### src/rtl/ren_conv_job_sequencer_if.sv
// Wishbone bus bundle between the job sequencer and the conv wrapper.
// Master drives cyc/stb/we/sel/adr/dat_o; slave returns dat_i and ack.
interface ren_conv_job_sequencer_if;
  logic        m_cyc_o;
  logic        m_stb_o;
  logic        m_we_o;
  logic [3:0]  m_sel_o;
  logic [31:0] m_adr_o;
  logic [31:0] m_dat_o;
  logic [31:0] m_dat_i;
  logic        m_ack_i;

  modport master (
    output m_cyc_o, m_stb_o, m_we_o,
    output m_sel_o, m_adr_o, m_dat_o,
    input  m_dat_i, m_ack_i
  );

  modport slave (
    input  m_cyc_o, m_stb_o, m_we_o,
    input  m_sel_o, m_adr_o, m_dat_o,
    output m_dat_i, m_ack_i
  );
endinterface

### src/rtl/ren_conv_job_sequencer.sv
// Runs queued conv jobs on ren_conv_top instances over Wishbone.
// Ports: clk/rst, job push (valid/ready/inst/cfg1/cfg2), busy, report, bus m.
module ren_conv_job_sequencer #(
  parameter int          NO_OF_INSTS   = 4,
  parameter int          JOB_DEPTH     = 4,
  parameter logic [31:0] REG_BASE_ADDR = 32'h3000_0000,
  parameter int          POLL_GAP      = 10,
  parameter int          MAX_POLLS     = 100,
  localparam int INST_W = (NO_OF_INSTS > 1) ? $clog2(NO_OF_INSTS) : 1
) (
  input  logic              wb_clk_i,
  input  logic              wb_rst_ni,
  input  logic              job_valid_i,
  output logic              job_ready_o,
  input  logic [INST_W-1:0] job_inst_i,
  input  logic [31:0]       job_cfg1_i,
  input  logic [31:0]       job_cfg2_i,
  output logic              busy_o,
  output logic              rpt_valid_o,
  output logic [INST_W-1:0] rpt_inst_o,
  output logic              rpt_err_o,
  ren_conv_job_sequencer_if.master m
);

  localparam int PTR_W = (JOB_DEPTH > 1) ? $clog2(JOB_DEPTH) : 1;
  localparam int CNT_W = PTR_W + 1;
  localparam int PW    = $clog2(MAX_POLLS + 1);
  localparam int GW    = $clog2(POLL_GAP + 1);

  typedef struct packed {
    logic [INST_W-1:0] inst;
    logic [31:0]       cfg1;
    logic [31:0]       cfg2;
  } job_t;

  typedef enum logic [3:0] {
    IDLE, WR_CFG1, WR_CFG2, WR_START,
    POLL_WAIT, POLL_RD, CLR_START,
    SRST_SET, SRST_CLR, REPORT
  } state_e;

  job_t             mem_q [JOB_DEPTH];
  logic [PTR_W-1:0] wr_q, rd_q;
  logic [CNT_W-1:0] cnt_q;
  logic             push, pop;

  state_e            state_q, state_d;
  logic [INST_W-1:0] inst_q, inst_d;
  logic [31:0]       cfg1_q, cfg1_d;
  logic [31:0]       cfg2_q, cfg2_d;
  logic              err_q, err_d;
  logic [GW-1:0]     gap_q, gap_d;
  logic [PW-1:0]     poll_q, poll_d;
  logic              cyc_q, cyc_d;
  logic              we_q, we_d;
  logic [3:0]        sel_q, sel_d;
  logic [31:0]       adr_q, adr_d;
  logic [31:0]       dat_q, dat_d;

  logic        ack_w;
  logic        bus_req;
  logic        req_we;
  logic [31:0] req_off;
  logic [31:0] req_dat;
  logic [31:0] base;
  state_e      nxt;

  assign job_ready_o = (cnt_q != CNT_W'(JOB_DEPTH));
  assign push        = job_valid_i & job_ready_o;
  assign pop         = (state_q == IDLE) & (cnt_q != '0);
  assign ack_w       = cyc_q & m.m_ack_i;

  always_ff @(posedge wb_clk_i) begin
    if (push) begin
      mem_q[wr_q] <= '{inst: job_inst_i,
                       cfg1: job_cfg1_i,
                       cfg2: job_cfg2_i};
    end
  end

  always_ff @(posedge wb_clk_i) begin
    if (!wb_rst_ni) begin
      wr_q  <= '0;
      rd_q  <= '0;
      cnt_q <= '0;
    end else begin
      if (push) wr_q <= wr_q + PTR_W'(1);
      if (pop)  rd_q <= rd_q + PTR_W'(1);
      unique case ({push, pop})
        2'b10:   cnt_q <= cnt_q + CNT_W'(1);
        2'b01:   cnt_q <= cnt_q - CNT_W'(1);
        default: cnt_q <= cnt_q;
      endcase
    end
  end

  always_comb begin
    state_d = state_q;
    inst_d  = inst_q;
    cfg1_d  = cfg1_q;
    cfg2_d  = cfg2_q;
    err_d   = err_q;
    gap_d   = gap_q;
    poll_d  = poll_q;
    cyc_d   = cyc_q;
    we_d    = we_q;
    sel_d   = sel_q;
    adr_d   = adr_q;
    dat_d   = dat_q;
    bus_req = 1'b0;
    req_we  = 1'b1;
    req_off = 32'h0;
    req_dat = 32'h0;
    nxt     = state_q;
    base    = REG_BASE_ADDR + (32'(inst_q) << 24);

    unique case (state_q)
      IDLE: begin
        if (pop) begin
          inst_d  = mem_q[rd_q].inst;
          cfg1_d  = mem_q[rd_q].cfg1;
          cfg2_d  = mem_q[rd_q].cfg2;
          err_d   = 1'b0;
          state_d = WR_CFG1;
        end
      end
      WR_CFG1: begin
        bus_req = 1'b1;
        req_off = 32'h4;
        req_dat = cfg1_q;
        nxt     = WR_CFG2;
      end
      WR_CFG2: begin
        bus_req = 1'b1;
        req_off = 32'h8;
        req_dat = cfg2_q;
        nxt     = WR_START;
      end
      WR_START: begin
        bus_req = 1'b1;
        req_dat = 32'h4;
        nxt     = POLL_WAIT;
        if (ack_w) begin
          poll_d = '0;
          gap_d  = '0;
        end
      end
      POLL_WAIT: begin
        if (gap_q == GW'(POLL_GAP - 1)) begin
          gap_d   = '0;
          state_d = POLL_RD;
        end else begin
          gap_d = gap_q + GW'(1);
        end
      end
      POLL_RD: begin
        bus_req = 1'b1;
        req_we  = 1'b0;
        if (m.m_dat_i[0]) begin
          nxt = CLR_START;
        end else if (poll_q == PW'(MAX_POLLS - 1)) begin
          nxt = CLR_START;
        end else begin
          nxt = POLL_WAIT;
        end
        if (ack_w) begin
          poll_d = poll_q + PW'(1);
          err_d  = ~m.m_dat_i[0] &
                   (poll_q == PW'(MAX_POLLS - 1));
        end
      end
      CLR_START: begin
        bus_req = 1'b1;
        nxt     = SRST_SET;
      end
      SRST_SET: begin
        bus_req = 1'b1;
        req_dat = 32'h2;
        nxt     = SRST_CLR;
      end
      SRST_CLR: begin
        bus_req = 1'b1;
        nxt     = REPORT;
      end
      REPORT: begin
        state_d = IDLE;
      end
      default: begin
        state_d = IDLE;
      end
    endcase

    // Launch from idle bus; the ack edge both ends the cycle and
    // advances the FSM, so the next launch is one idle cycle later.
    if (bus_req) begin
      if (!cyc_q) begin
        cyc_d = 1'b1;
        we_d  = req_we;
        sel_d = 4'hf;
        adr_d = base + req_off;
        dat_d = req_dat;
      end else if (m.m_ack_i) begin
        cyc_d   = 1'b0;
        we_d    = 1'b0;
        sel_d   = 4'h0;
        adr_d   = 32'h0;
        dat_d   = 32'h0;
        state_d = nxt;
      end
    end
  end

  always_ff @(posedge wb_clk_i) begin
    if (!wb_rst_ni) begin
      state_q <= IDLE;
      inst_q  <= '0;
      cfg1_q  <= '0;
      cfg2_q  <= '0;
      err_q   <= 1'b0;
      gap_q   <= '0;
      poll_q  <= '0;
      cyc_q   <= 1'b0;
      we_q    <= 1'b0;
      sel_q   <= 4'h0;
      adr_q   <= 32'h0;
      dat_q   <= 32'h0;
    end else begin
      state_q <= state_d;
      inst_q  <= inst_d;
      cfg1_q  <= cfg1_d;
      cfg2_q  <= cfg2_d;
      err_q   <= err_d;
      gap_q   <= gap_d;
      poll_q  <= poll_d;
      cyc_q   <= cyc_d;
      we_q    <= we_d;
      sel_q   <= sel_d;
      adr_q   <= adr_d;
      dat_q   <= dat_d;
    end
  end

  assign m.m_cyc_o = cyc_q;
  assign m.m_stb_o = cyc_q;
  assign m.m_we_o  = we_q;
  assign m.m_sel_o = sel_q;
  assign m.m_adr_o = adr_q;
  assign m.m_dat_o = dat_q;

  assign busy_o      = (state_q != IDLE) | (cnt_q != '0);
  assign rpt_valid_o = (state_q == REPORT);
  assign rpt_inst_o  = rpt_valid_o ? inst_q : '0;
  assign rpt_err_o   = rpt_valid_o & err_q;

endmodule

### src/flat_wrapper.sv
// flat-port wrapper written by rule: the top's interface ports become plain ports
module ren_conv_job_sequencer_flat 
#(
  parameter int          NO_OF_INSTS   = 4,
  parameter int          JOB_DEPTH     = 4,
  parameter logic [31:0] REG_BASE_ADDR = 32'h3000_0000,
  parameter int          POLL_GAP      = 10,
  parameter int          MAX_POLLS     = 100,
  localparam int INST_W = (NO_OF_INSTS > 1) ? $clog2(NO_OF_INSTS) : 1
)
  (wb_clk_i, wb_rst_ni, job_valid_i, job_ready_o, job_inst_i, job_cfg1_i, job_cfg2_i, busy_o, rpt_valid_o, rpt_inst_o, rpt_err_o, m_m_cyc_o, m_m_stb_o, m_m_we_o, m_m_sel_o, m_m_adr_o, m_m_dat_o, m_m_dat_i, m_m_ack_i);
  ren_conv_job_sequencer_if m_i ();
  input  logic wb_clk_i;
  input  logic wb_rst_ni;
  input  logic job_valid_i;
  output logic job_ready_o;
  input  logic [INST_W-1:0] job_inst_i;
  input  logic [31:0] job_cfg1_i;
  input  logic [31:0] job_cfg2_i;
  output logic busy_o;
  output logic rpt_valid_o;
  output logic [INST_W-1:0] rpt_inst_o;
  output logic rpt_err_o;
  output wire logic [$bits(m_i.m_cyc_o)-1:0] m_m_cyc_o;
  output wire logic [$bits(m_i.m_stb_o)-1:0] m_m_stb_o;
  output wire logic [$bits(m_i.m_we_o)-1:0] m_m_we_o;
  output wire logic [$bits(m_i.m_sel_o)-1:0] m_m_sel_o;
  output wire logic [$bits(m_i.m_adr_o)-1:0] m_m_adr_o;
  output wire logic [$bits(m_i.m_dat_o)-1:0] m_m_dat_o;
  input wire logic [$bits(m_i.m_dat_i)-1:0] m_m_dat_i;
  input wire logic [$bits(m_i.m_ack_i)-1:0] m_m_ack_i;
  assign m_m_cyc_o = m_i.m_cyc_o;
  assign m_m_stb_o = m_i.m_stb_o;
  assign m_m_we_o = m_i.m_we_o;
  assign m_m_sel_o = m_i.m_sel_o;
  assign m_m_adr_o = m_i.m_adr_o;
  assign m_m_dat_o = m_i.m_dat_o;
  assign m_i.m_dat_i = m_m_dat_i;
  assign m_i.m_ack_i = m_m_ack_i;
  ren_conv_job_sequencer #(.NO_OF_INSTS(NO_OF_INSTS), .JOB_DEPTH(JOB_DEPTH), .REG_BASE_ADDR(REG_BASE_ADDR), .POLL_GAP(POLL_GAP), .MAX_POLLS(MAX_POLLS)) u_core (.wb_clk_i(wb_clk_i), .wb_rst_ni(wb_rst_ni), .job_valid_i(job_valid_i), .job_ready_o(job_ready_o), .job_inst_i(job_inst_i), .job_cfg1_i(job_cfg1_i), .job_cfg2_i(job_cfg2_i), .busy_o(busy_o), .rpt_valid_o(rpt_valid_o), .rpt_inst_o(rpt_inst_o), .rpt_err_o(rpt_err_o), .m(m_i));
endmodule
### config.mk
export PLATFORM = sky130hd
export DESIGN_NAME = ren_conv_job_sequencer_flat
export DESIGN_NICKNAME = d
export VERILOG_FILES = /design/src/rtl/ren_conv_job_sequencer_if.sv /design/src/rtl/ren_conv_job_sequencer.sv /design/src/flat_wrapper.sv
export SDC_FILE = /design/constraint.sdc
export NUM_CORES = 1
export LEC_CHECK = 0
export BUFFER_PORTS_ARGS = -buffer_cell sky130_fd_sc_hd__buf_2
export CORE_MARGIN = 10
export CORE_UTILIZATION = 55
export DETAILED_ROUTE_END_ITERATION = 10
export PLACE_DENSITY = 0.76
export SYNTH_ARGS = -nofsm -noshare
export SYNTH_HDL_FRONTEND = slang
export SYNTH_SLANG_ARGS = --single-unit
### constraint.sdc
create_clock -name wb_clk_i -period 5.55 [get_ports wb_clk_i]
set_clock_uncertainty 0.1 [all_clocks]
set_input_delay 0.8325 -clock wb_clk_i [delete_from_list [all_inputs] [get_ports wb_clk_i]]
set_output_delay 0.8325 -clock wb_clk_i [all_outputs]
set_load 0.02 [all_outputs]
# Yosys cells after proc, flatten, opt, wreduce, memory -nomap -nowiden
# Memory sizes are Yosys's and may differ from the RTL's. A register that Yosys moved wholly into a read port is not among the register bits.
# Cells that the tools add are included.
totals:
  ff_bits: 93
  latch_bits: 0
  mem_bits_rw: 264
  romBits: 0
  output_inout_bits: 77
  wordCells: 96
  memories: 1
memory_table:
  columns: ["memory", "words", "word_bits", "read_ports", "rd_ports_with_merged_regs", "wr", "line", "text"]
  rows:
  - ["u_core.mem_q", 4, 66, 1, 1, 1, "ren_conv_job_sequencer.sv:42", "job_t mem_q [JOB_DEPTH];"]
op_classes:
  n_addsub: 8
  n_mul: 0
  n_div: 0
  magnitude_cmp: 0
  n_eq_ne: 19
  shifts: 0
  mux: 35
  bitwise: 7
  reduce_logical: 14
op_table:
  columns: ["operator", "n"]
  rows:
  - ["case mux 32 bit (4 select lines)", 1]
  - ["two-way mux 32 bit", 3]
  - ["two-way mux 4 bit", 10]
  - ["adder 32 x 4 -> 32 bit", 1]
  - ["adder 30 x 26 -> 31 bit, first input constant", 1]
  - ["case mux 4 bit (7 select lines)", 1]
  - ["equality test 4 x 3 -> 1 bit, second input constant", 4]
  - ["case mux 4 bit (2 select lines)", 2]
  - ["two-way mux 7 bit", 2]
  - ["case mux 7 bit (2 select lines)", 1]
  - ["equality test 4 bit, second input constant", 3]
  - ["case mux 4 bit (3 select lines)", 1]
  - ["two-way mux 1 bit", 10]
  - ["!= test 10 bit, second input constant", 1]
  - ["equality test 4 x 2 -> 1 bit, second input constant", 2]
  - ["nonzero test 2 bit", 4]
  - ["adder 7 x 1 -> 7 bit, second input constant", 1]
  - ["equality test 7 bit, second input constant", 1]
  - ["OR reduction 7 bit", 1]
  - ["!= test 2 x 1 -> 1 bit, second input constant", 3]
  - ["case mux 3 bit (2 select lines)", 1]
  - ["AND reduction 2 bit", 3]
  - ["AND reduction 3 bit", 2]
  - ["bitwise AND 1 bit", 5]
  - ["17 further kinds", 19]

# Logic depth before layout (Yosys ltp)
# Gate-level depths: netlist of run 1.
logic_depth:
  word_depth: 7
  depth_mapped: 11
  ltp_nobuf: 9

# Worst setup path after synthesis of run 1
# No wires, ideal clock.
synth_timing:
  kind: "input to register"
  start: "input job_valid_i"
  end: "memory u_core.mem_q[0][0] (netlist name) (enable)"
  setup_time_ns: 0.432
  arrival_ns: 2.432
  required_ns: 5.018
  slack_ns: 2.586
  path_stages: 1
  path_cell_list: "and3_1"
synth_via:
  elab_chain_len: 3
synth_rtl:
  columns: ["item", "line", "text"]
  rows:
  - ["from (decl)", "flat_wrapper.sv:15", "input logic job_valid_i;"]
  - ["bitwise AND 1 bit", "ren_conv_job_sequencer.sv:69", "assign push = job_valid_i & job_ready_o;"]
  - ["two-way mux 1 bit", "ren_conv_job_sequencer.sv:74", "if (push) begin"]
  - ["two-way mux 1 bit (implied by the code)", "ren_conv_job_sequencer.sv:75", "mem_q[wr_q] <= '{inst: job_inst_i,"]
  - ["to (decl)", "ren_conv_job_sequencer.sv:42", null]
# No other way between the ends.

# Worst setup path after layout of run 1
layout_timing:
  start: "register u_core.state_q[1]"
  end: "register u_core.cfg1_q[28], read port of u_core.mem_q"
layout_via:
  elab_chain_len: 3
layout_rtl:
  columns: ["item", "line", "text"]
  rows:
  - ["from (decl)", "ren_conv_job_sequencer.sv:47", "state_e state_q, state_d;"]
  - ["from (signal assigned)", "ren_conv_job_sequencer.sv:228", "state_q <= state_d;"]
  - ["logical NOT 4 bit *", "ren_conv_job_sequencer.sv:70, ren_conv_job_sequencer.sv:117", null]
  - ["bitwise AND 1 bit", "ren_conv_job_sequencer.sv:70", "assign pop = (state_q == IDLE) & (cnt_q != '0);"]
  - ["AND reduction 2 bit (no source line) *", null, null]
  - ["to (decl)", "ren_conv_job_sequencer.sv:49", "logic [31:0] cfg1_q, cfg1_d;"]
# Mark *: on every way between the ends. The rest lies on a longest branch, timed or not.
# A chain may end at the register's enable or synchronous reset.

==> metrics.cfg, run 1 <==
[outcome]
run_status=finished clean

[finish]
regArea_sq_um=10500
final_util_pct=62.91
multiInputGateArea_sq_um=3938
area_growth_pct=13.12
fill_cells=1880
drive_above_1_share_pct=26.48
nNetsFinal=1111

[floorplan]
dieArea_sq_um=34080
initial_core_util_pct=55.61
rows=60
die_w_microns=184.6
io_pins=179
core-area_sq_um=26800
die_h_microns=184.6

[synth]
synth.top_cell.area_share_pct=53.19
ys_ff_latch=392
synth.most_common_cell=edfxtp_1
yosysSeqAreaShare_pct=70.38
synthFlopType=edfxtp_1
syn_area_sq_um=14900
async_reset_ff_share_pct=0
synth_top_cells_by_count=264 x edfxtp_1, 128 x dfxtp_1, 100 x o2bb2ai_1, 83 x nand2_1, 66 x mux4_2
yosys.area.top_type=edfxtp_1
ys_warn_count=0
yosys-top-cells-area=edfxtp_1 53%, dfxtp_1 17%, mux4_2 10%, o2bb2ai_1 5.9%, nand2_1 2.1%
synth_edf_count=264
syn_avg_cell_area_sq_um=16.67
synthCells=894
synth_cell_types=51

[worst_hold_path]
hold_path_class=reg -> reg

[route]
dr_wl_met3_microns=2022
drtPass1Iterations=4
routed_wl_microns=30340
drc=0
num_vias=8042
post_drt_wl_per_cell_microns=22.07
top_layer_used=met5
via_per_inst=5.849
wirelength_met1_microns=12580
postRouteAntennaNets=0
met2_length_microns=15110
drt_iter0_drc=635

[power]
ir_drop_mv=0.3051
p_sw_w=0.002273
power.internal_w=0.005784
power_frac_clock_pct=32.0
power.static_leakage_nw=5.686
p_seq_share_pct=48.5
cellPowerDensity_nw_per_um2=477.9
swShare_pct=28.21
combPwrFrac_pct=19.5

[critical_path]
critPathLaunchType=flip-flop
crit_required_ps=5880
criticalPathCategory=reg -> reg
crit_path_end_kind=flip-flop
crit_path_max_fanout=37
worst_ep_arrival_time_ps=3590

[sta]
timing.hold.ws_ps=353.9
relSlewSlack_pct=26.03
timing.final.crit_share_pct=58.76
layout_min_cycle_time_ps=3261
fin_setup_tns_ps=0
worst_pin_slew_ps=1110
setup_viol=0
report.final.slew_viol_count=0
rsz0062_at_grt=no
fmax_ghz=0.3067
hold_viol=0

[clocking]
post_cts_resized=0
cts_hold_buf=0
cts_post_setup_buffers_inserted=0
cts_root_buf=clkbuf_16
cts.sinks=392
ctsLongestPathBuffers=3
worstSkewPairLatency_ps=520
clk_pin_slew_worst_paths_ps=60
tritoncts=built
numCtsBuffers=39
htreeDepth=2

[global_route]
grt_max_degree=69
grt_use_total_pct=17.78
grt_pass1_vias=8183
antenna_found_initial=10
grt.overflow.total=0
grt_pass1_wl_microns=47060

[place]
portBuffers=121
dpl.hpwl_microns=17230
gp_congestion=0.8014

[run]
cap_violations=0

-- per-stage QoR --
| step | instance area, sq um | instances | setup slack, ps | power (W) |
|---|---|---|---|---|
| global route | 16850 | 1372 | 2073 | 0.008429 |
| finish | 16860 | 1375 | 2289 | 0.008058 |
| detailed placement | 15580 | 1300 | 2252 | 0.005569 |
| CTS | 16840 | 1368 | 2244 | 0.008133 |
| global placement | 15580 | 1300 | 2371 | 0.005511 |
| floorplan | 15000 | 919 | 2586 | 0.005158 |
-- final timing paths --
path	start	end	slack (ps)	depth (start not counted)
worst max-delay path	u_core.state_q[1]$_SDFFE_PN0P_	u_core.cfg1_q[28]$_SDFFE_PN0P_	2290	5
worst min-delay path	u_core.cfg2_q[1]$_SDFFE_PN0P_	u_core.cfg2_q[1]$_SDFFE_PN0P_	350	2
worst max register to register	u_core.state_q[1]$_SDFFE_PN0P_	u_core.cfg1_q[28]$_SDFFE_PN0P_	2290	5
worst min register to register	u_core.cfg2_q[1]$_SDFFE_PN0P_	u_core.cfg2_q[1]$_SDFFE_PN0P_	350	2
-- power by group through the flow --
stage	Combinational (W)	Sequential, W	Clock, W
after global placement	0.00156	0.00396	0
after floorplan	0.00137	0.00379	0
after global routing	0.00171	0.00397	0.00275
after detailed placement	0.00159	0.00398	0
after CTS	0.00160	0.00392	0.00262
final	0.00157	0.00391	0.00258
-- critical path, stage by stage, from the launching register on --
cell and delay (ps):
dfxtp_1 520, nor2_4 260, and3b_2 790, and2_2 760, buf_4 540, o2bb2ai_1 180
-- layout make-up --
type	instances	share of cell area, %
clock inverter	18	1.158
clock buffer	50	6.338
multi-input combinational	426	23.35
antenna	7	0.1039
tap	341	2.531
sequential	392	62.26
inverter	11	0.2449
timing repair buffer	130	4.007
-- placed cells by master (no fill, tap or decap), drive strengths merged, types with 6 or more instances in the layout --
cell type / instances
clkbuf: 50
mux4: 66
dfxtp: 128
and3: 6
nor2: 6
conb: 26
xor2: 6
inv: 13
o2bb2ai: 100
a21oi: 8
clkinv: 9
edfxtp: 264
nand2b: 6
diode: 7
and2: 11
o21ai: 12
nand2: 83
nand4: 6
a22oi: 31
buf: 130
ha: 8
-- state kept, by name, indices dropped and copies added, names as in the netlist, 4 cells and up --
signal and flops:
u_core.mem_q 264, u_core.state_q 4, u_core.cfg1_q 32, u_core.gap_q 4, u_core.m.m_adr_o 4, u_core.poll_q 7, u_core.m.m_dat_o 32, u_core.cfg2_q 32
-- per-layer routing --
layer / up-vias / track usage (%)
li1: 3676 / -
met1: 4065 / 22.58
met2: 255 / 29.89
met3: 42 / 3.879
met4: 4 / 5.527
met5: - / 0
-- cells by family (layout without fill, tap and decap cells) --
family	count (synthesis)	in the layout	synth area share [%]
AOI/OAI and AO/OA	165	165	9.016
xor gates and xnor gates	9	9	0.5289
adders and majority gates	9	9	0.8059
buffers and inverters	101	209	4.080
DFF	392	392	70.38
muxes	69	69	10.17
other	1	33	0.02516
and+or+nand+nor	148	148	4.987
No activity file was read; power rests on OpenSTA's default activity.
==> run 2: changes to the inputs <==
--- a/config.mk
+++ b/config.mk
@@ -5,6 +5,7 @@
 export SDC_FILE = /design/constraint.sdc
 export NUM_CORES = 1
 export LEC_CHECK = 0
+export ABC_AREA = 1
 export BUFFER_PORTS_ARGS = -buffer_cell sky130_fd_sc_hd__buf_2
 export CORE_MARGIN = 10
 export CORE_UTILIZATION = 55
==> constraint.sdc (replaced) <==
create_clock -name wb_clk_i -period 3.2 [get_ports wb_clk_i]
set_clock_uncertainty 0.1 [all_clocks]
set_input_delay 0.48 -clock wb_clk_i [delete_from_list [all_inputs] [get_ports wb_clk_i]]
set_output_delay 0.48 -clock wb_clk_i [all_outputs]
set_load 0.02 [all_outputs]
==> run 2 against run 1 <==
Net effect:
- register-to-register slack got worse by 1500 ps
- routed wire length rose by 22%
- cell count rose by 36%
- largest cell class unchanged
- critical path depth rose by 5
- core utilization rose by 0.91 points
==> metrics.cfg, run 2 <==
[synth]
yosys.area.top_type=edfxtp_1
syn_avg_cell_area_sq_um=11.08
synth.top_cell.area_share_pct=51.87
ys_warn_count=0
synth_edf_count=264
synth_cell_types=36
syn_area_sq_um=15280
synth.most_common_cell=nor2_1
ys_ff_latch=392
yosysSeqAreaShare_pct=68.64
synthCells=1379
yosys-top-cells-area=edfxtp_1 52%, dfxtp_1 17%, nor2_1 7.3%, o21ai_0 6.8%, nand2_1 3.1%
synth_top_cells_by_count=299 x nor2_1, 264 x edfxtp_1, 209 x o21ai_0, 128 x dfxtp_1, 127 x nand2_1
async_reset_ff_share_pct=0
synthFlopType=edfxtp_1

[route]
postRouteAntennaNets=0
via_per_inst=5.587
post_drt_wl_per_cell_microns=19.75
drc=0
drt_iter0_drc=1020
routed_wl_microns=37020
drtPass1Iterations=5
num_vias=10475

[clocking]
cts.sinks=392
cts_root_buf=clkbuf_16
cts_hold_buf=0
post_cts_resized=0
numCtsBuffers=40
worstSkewPairLatency_ps=530
cts_post_setup_buffers_inserted=0
htreeDepth=2
ctsLongestPathBuffers=3
clk_pin_slew_worst_paths_ps=60
tritoncts=built

[floorplan]
io_pins=179
die_h_microns=186.7
rows=60
initial_core_util_pct=56.24
core-area_sq_um=27180
die_w_microns=186.7
dieArea_sq_um=34860

[critical_path]
reg2reg_from=u_core.cnt_q[1]$_SDFFE_PN0P_
worst_ep_arrival_time_ps=2680
crit_required_ps=3510
reg2regPathDepth=10
rr_endpoint=u_core.cnt_q[2]$_SDFFE_PN0P_
criticalPathCategory=reg -> reg
crit_path_end_kind=flip-flop
critPathLaunchType=flip-flop
reg2reg_slack_ps=830
crit_path_max_fanout=9

[worst_hold_path]
hold-path-cell-count=1
worstHoldStart=job_cfg2_i[31]
hold_path_class=in -> reg
min_to=u_core.mem_q[1][31]$_DFFE_PP_

[power]
cellPowerDensity_nw_per_um2=880.7
swShare_pct=34.21
power.static_leakage_nw=6.366
power.internal_w=0.01005
ir_drop_mv=0.6904
power_frac_clock_pct=29.8
combPwrFrac_pct=25.3
p_sw_w=0.005225
p_seq_share_pct=44.9

[sta]
setup_slack_ps=833.8
setup_viol=0
rsz0062_at_grt=no
worst_pin_slew_ps=936.7
relSlewSlack_pct=37.55
hold_viol=0
layout_min_cycle_time_ps=2366
report.final.slew_viol_count=0
timing.final.crit_share_pct=73.94
timing.hold.ws_ps=59.48
fmax_ghz=0.4226

[global_route]
top_usage_layer=met2
grt_use_met2_pct=33.10
grt_use_met1_pct=25.32
grt.overflow.total=0
grt_util_met3_pct=5.810
grt_use_total_pct=20.43
antenna_found_initial=5
grt_pass1_vias=10079
grt_max_degree=136
grt_pass1_wl_microns=56570

[finish]
final_common_cell=nor2_1
nNetsFinal=1580
fin_area_sq_um=17340
top_register=u_core.mem_q
largest_reg_flops=264
final_cell_mix=295 x nor2_1, 264 x edfxtp_1, 209 x o21ai_0
drive_above_1_share_pct=14.53
final_util_pct=63.82
area_growth_pct=13.48

[place]
dpl.hpwl_microns=21690
portBuffers=121
place_ws_ps=773.4
place_area_sq_um=16050
gp_congestion=0.8816

[run]
cap_violations=0

[outcome]
run_status=finished clean

==> run 2: cell count changes in the layout (fill, tap and decap cells not counted), sizes merged, moves of 46 or more <==
cell,previous run,this run
nand2,83,130
mux4,66,0
o21ai,12,212
o2bb2ai,100,0
a21oi,8,54
a31oi,2,66
nor2,6,304
==> run 2: kinds of logic (layout without fill, tap and decap cells) <==
kind of cell / after synthesis / count (layout) / synth area share, %
compound gates: 365 / 365 / 13.39
xor+xnor: 4 / 4 / 0.2293
fa+ha+maj: 9 / 9 / 0.7860
buf+inv: 156 / 252 / 5.321
flops: 392 / 392 / 68.64
other cells: 1 / 29 / 0.02454
simple gates: 452 / 452 / 11.62
==> run 2: area by class of cell <==
cell class              instances  area, sq um
diodes                          3        7.507
clock buffers                  57         1115
clock inverters                16        173.9
fillers                      2040         9832
inverters                      42        157.7
multi-input cells             856         4104
flip-flops and latches        392        10500
well taps                     372        465.4
repair buffers                137        825.8
==> run 2: worst max-delay path, stage by stage (launching register included) <==
cell and delay [ps]:
dfxtp_1 320, inv_1 100, nand3_1 100, nand2_1 420
ha_1 250, inv_1 70, fa_1 380, a21oi_1 150
o21ai_0 120, o21ai_0 180, a21oi_1 50
==> run 2: power by group through the flow <==
stage          clock network, W  registers [W]  logic, W
5_1_grt                 0.00481        0.00690   0.00434
3_3_place_gp                  0        0.00690   0.00373
3_5_place_dp                  0        0.00693   0.00385
4_1_cts                 0.00461        0.00683   0.00388
2_1_floorplan                 0        0.00668   0.00295
6_report                0.00455        0.00686   0.00387
==> run 2: worst max path at each step <==
stage | startpoint | endpoint | slack (ps) | cells past startpoint
global placement | job_valid_i | u_core.cnt_q[2]$_SDFFE_PN0P_ | 800 | 9
floorplan | u_core.cnt_q[0]$_SDFFE_PN0P_ | u_core.mem_q[0][0]$_DFFE_PP_ | -1010 | 4
detailed placement | job_valid_i | u_core.cnt_q[2]$_SDFFE_PN0P_ | 770 | 9
finish | u_core.cnt_q[1]$_SDFFE_PN0P_ | u_core.cnt_q[2]$_SDFFE_PN0P_ | 830 | 10
CTS | u_core.cnt_q[1]$_SDFFE_PN0P_ | u_core.cnt_q[2]$_SDFFE_PN0P_ | 820 | 10
global route | u_core.cnt_q[1]$_SDFFE_PN0P_ | u_core.cnt_q[2]$_SDFFE_PN0P_ | 550 | 10
==> run 2: routing by layer <==
metal  part of all wire [%]  vias to the layer above
li1                       -                     4955
met1                     40                     5024
met2                     48                      415
met3                    9.1                       77
met4                    3.0                        4
met5                  0.073                        -
==> run 2: per-stage QoR <==
step / std cells / TNS [ps] / power (W)
detailed placement: 1799 / 0 / 0.01078
CTS: 1872 / 0 / 0.01532
global placement: 1799 / 0 / 0.01064
global route: 1873 / 0 / 0.01605
finish: 1875 / 0 / 0.01527
floorplan: 1404 / -266480 / 0.009629
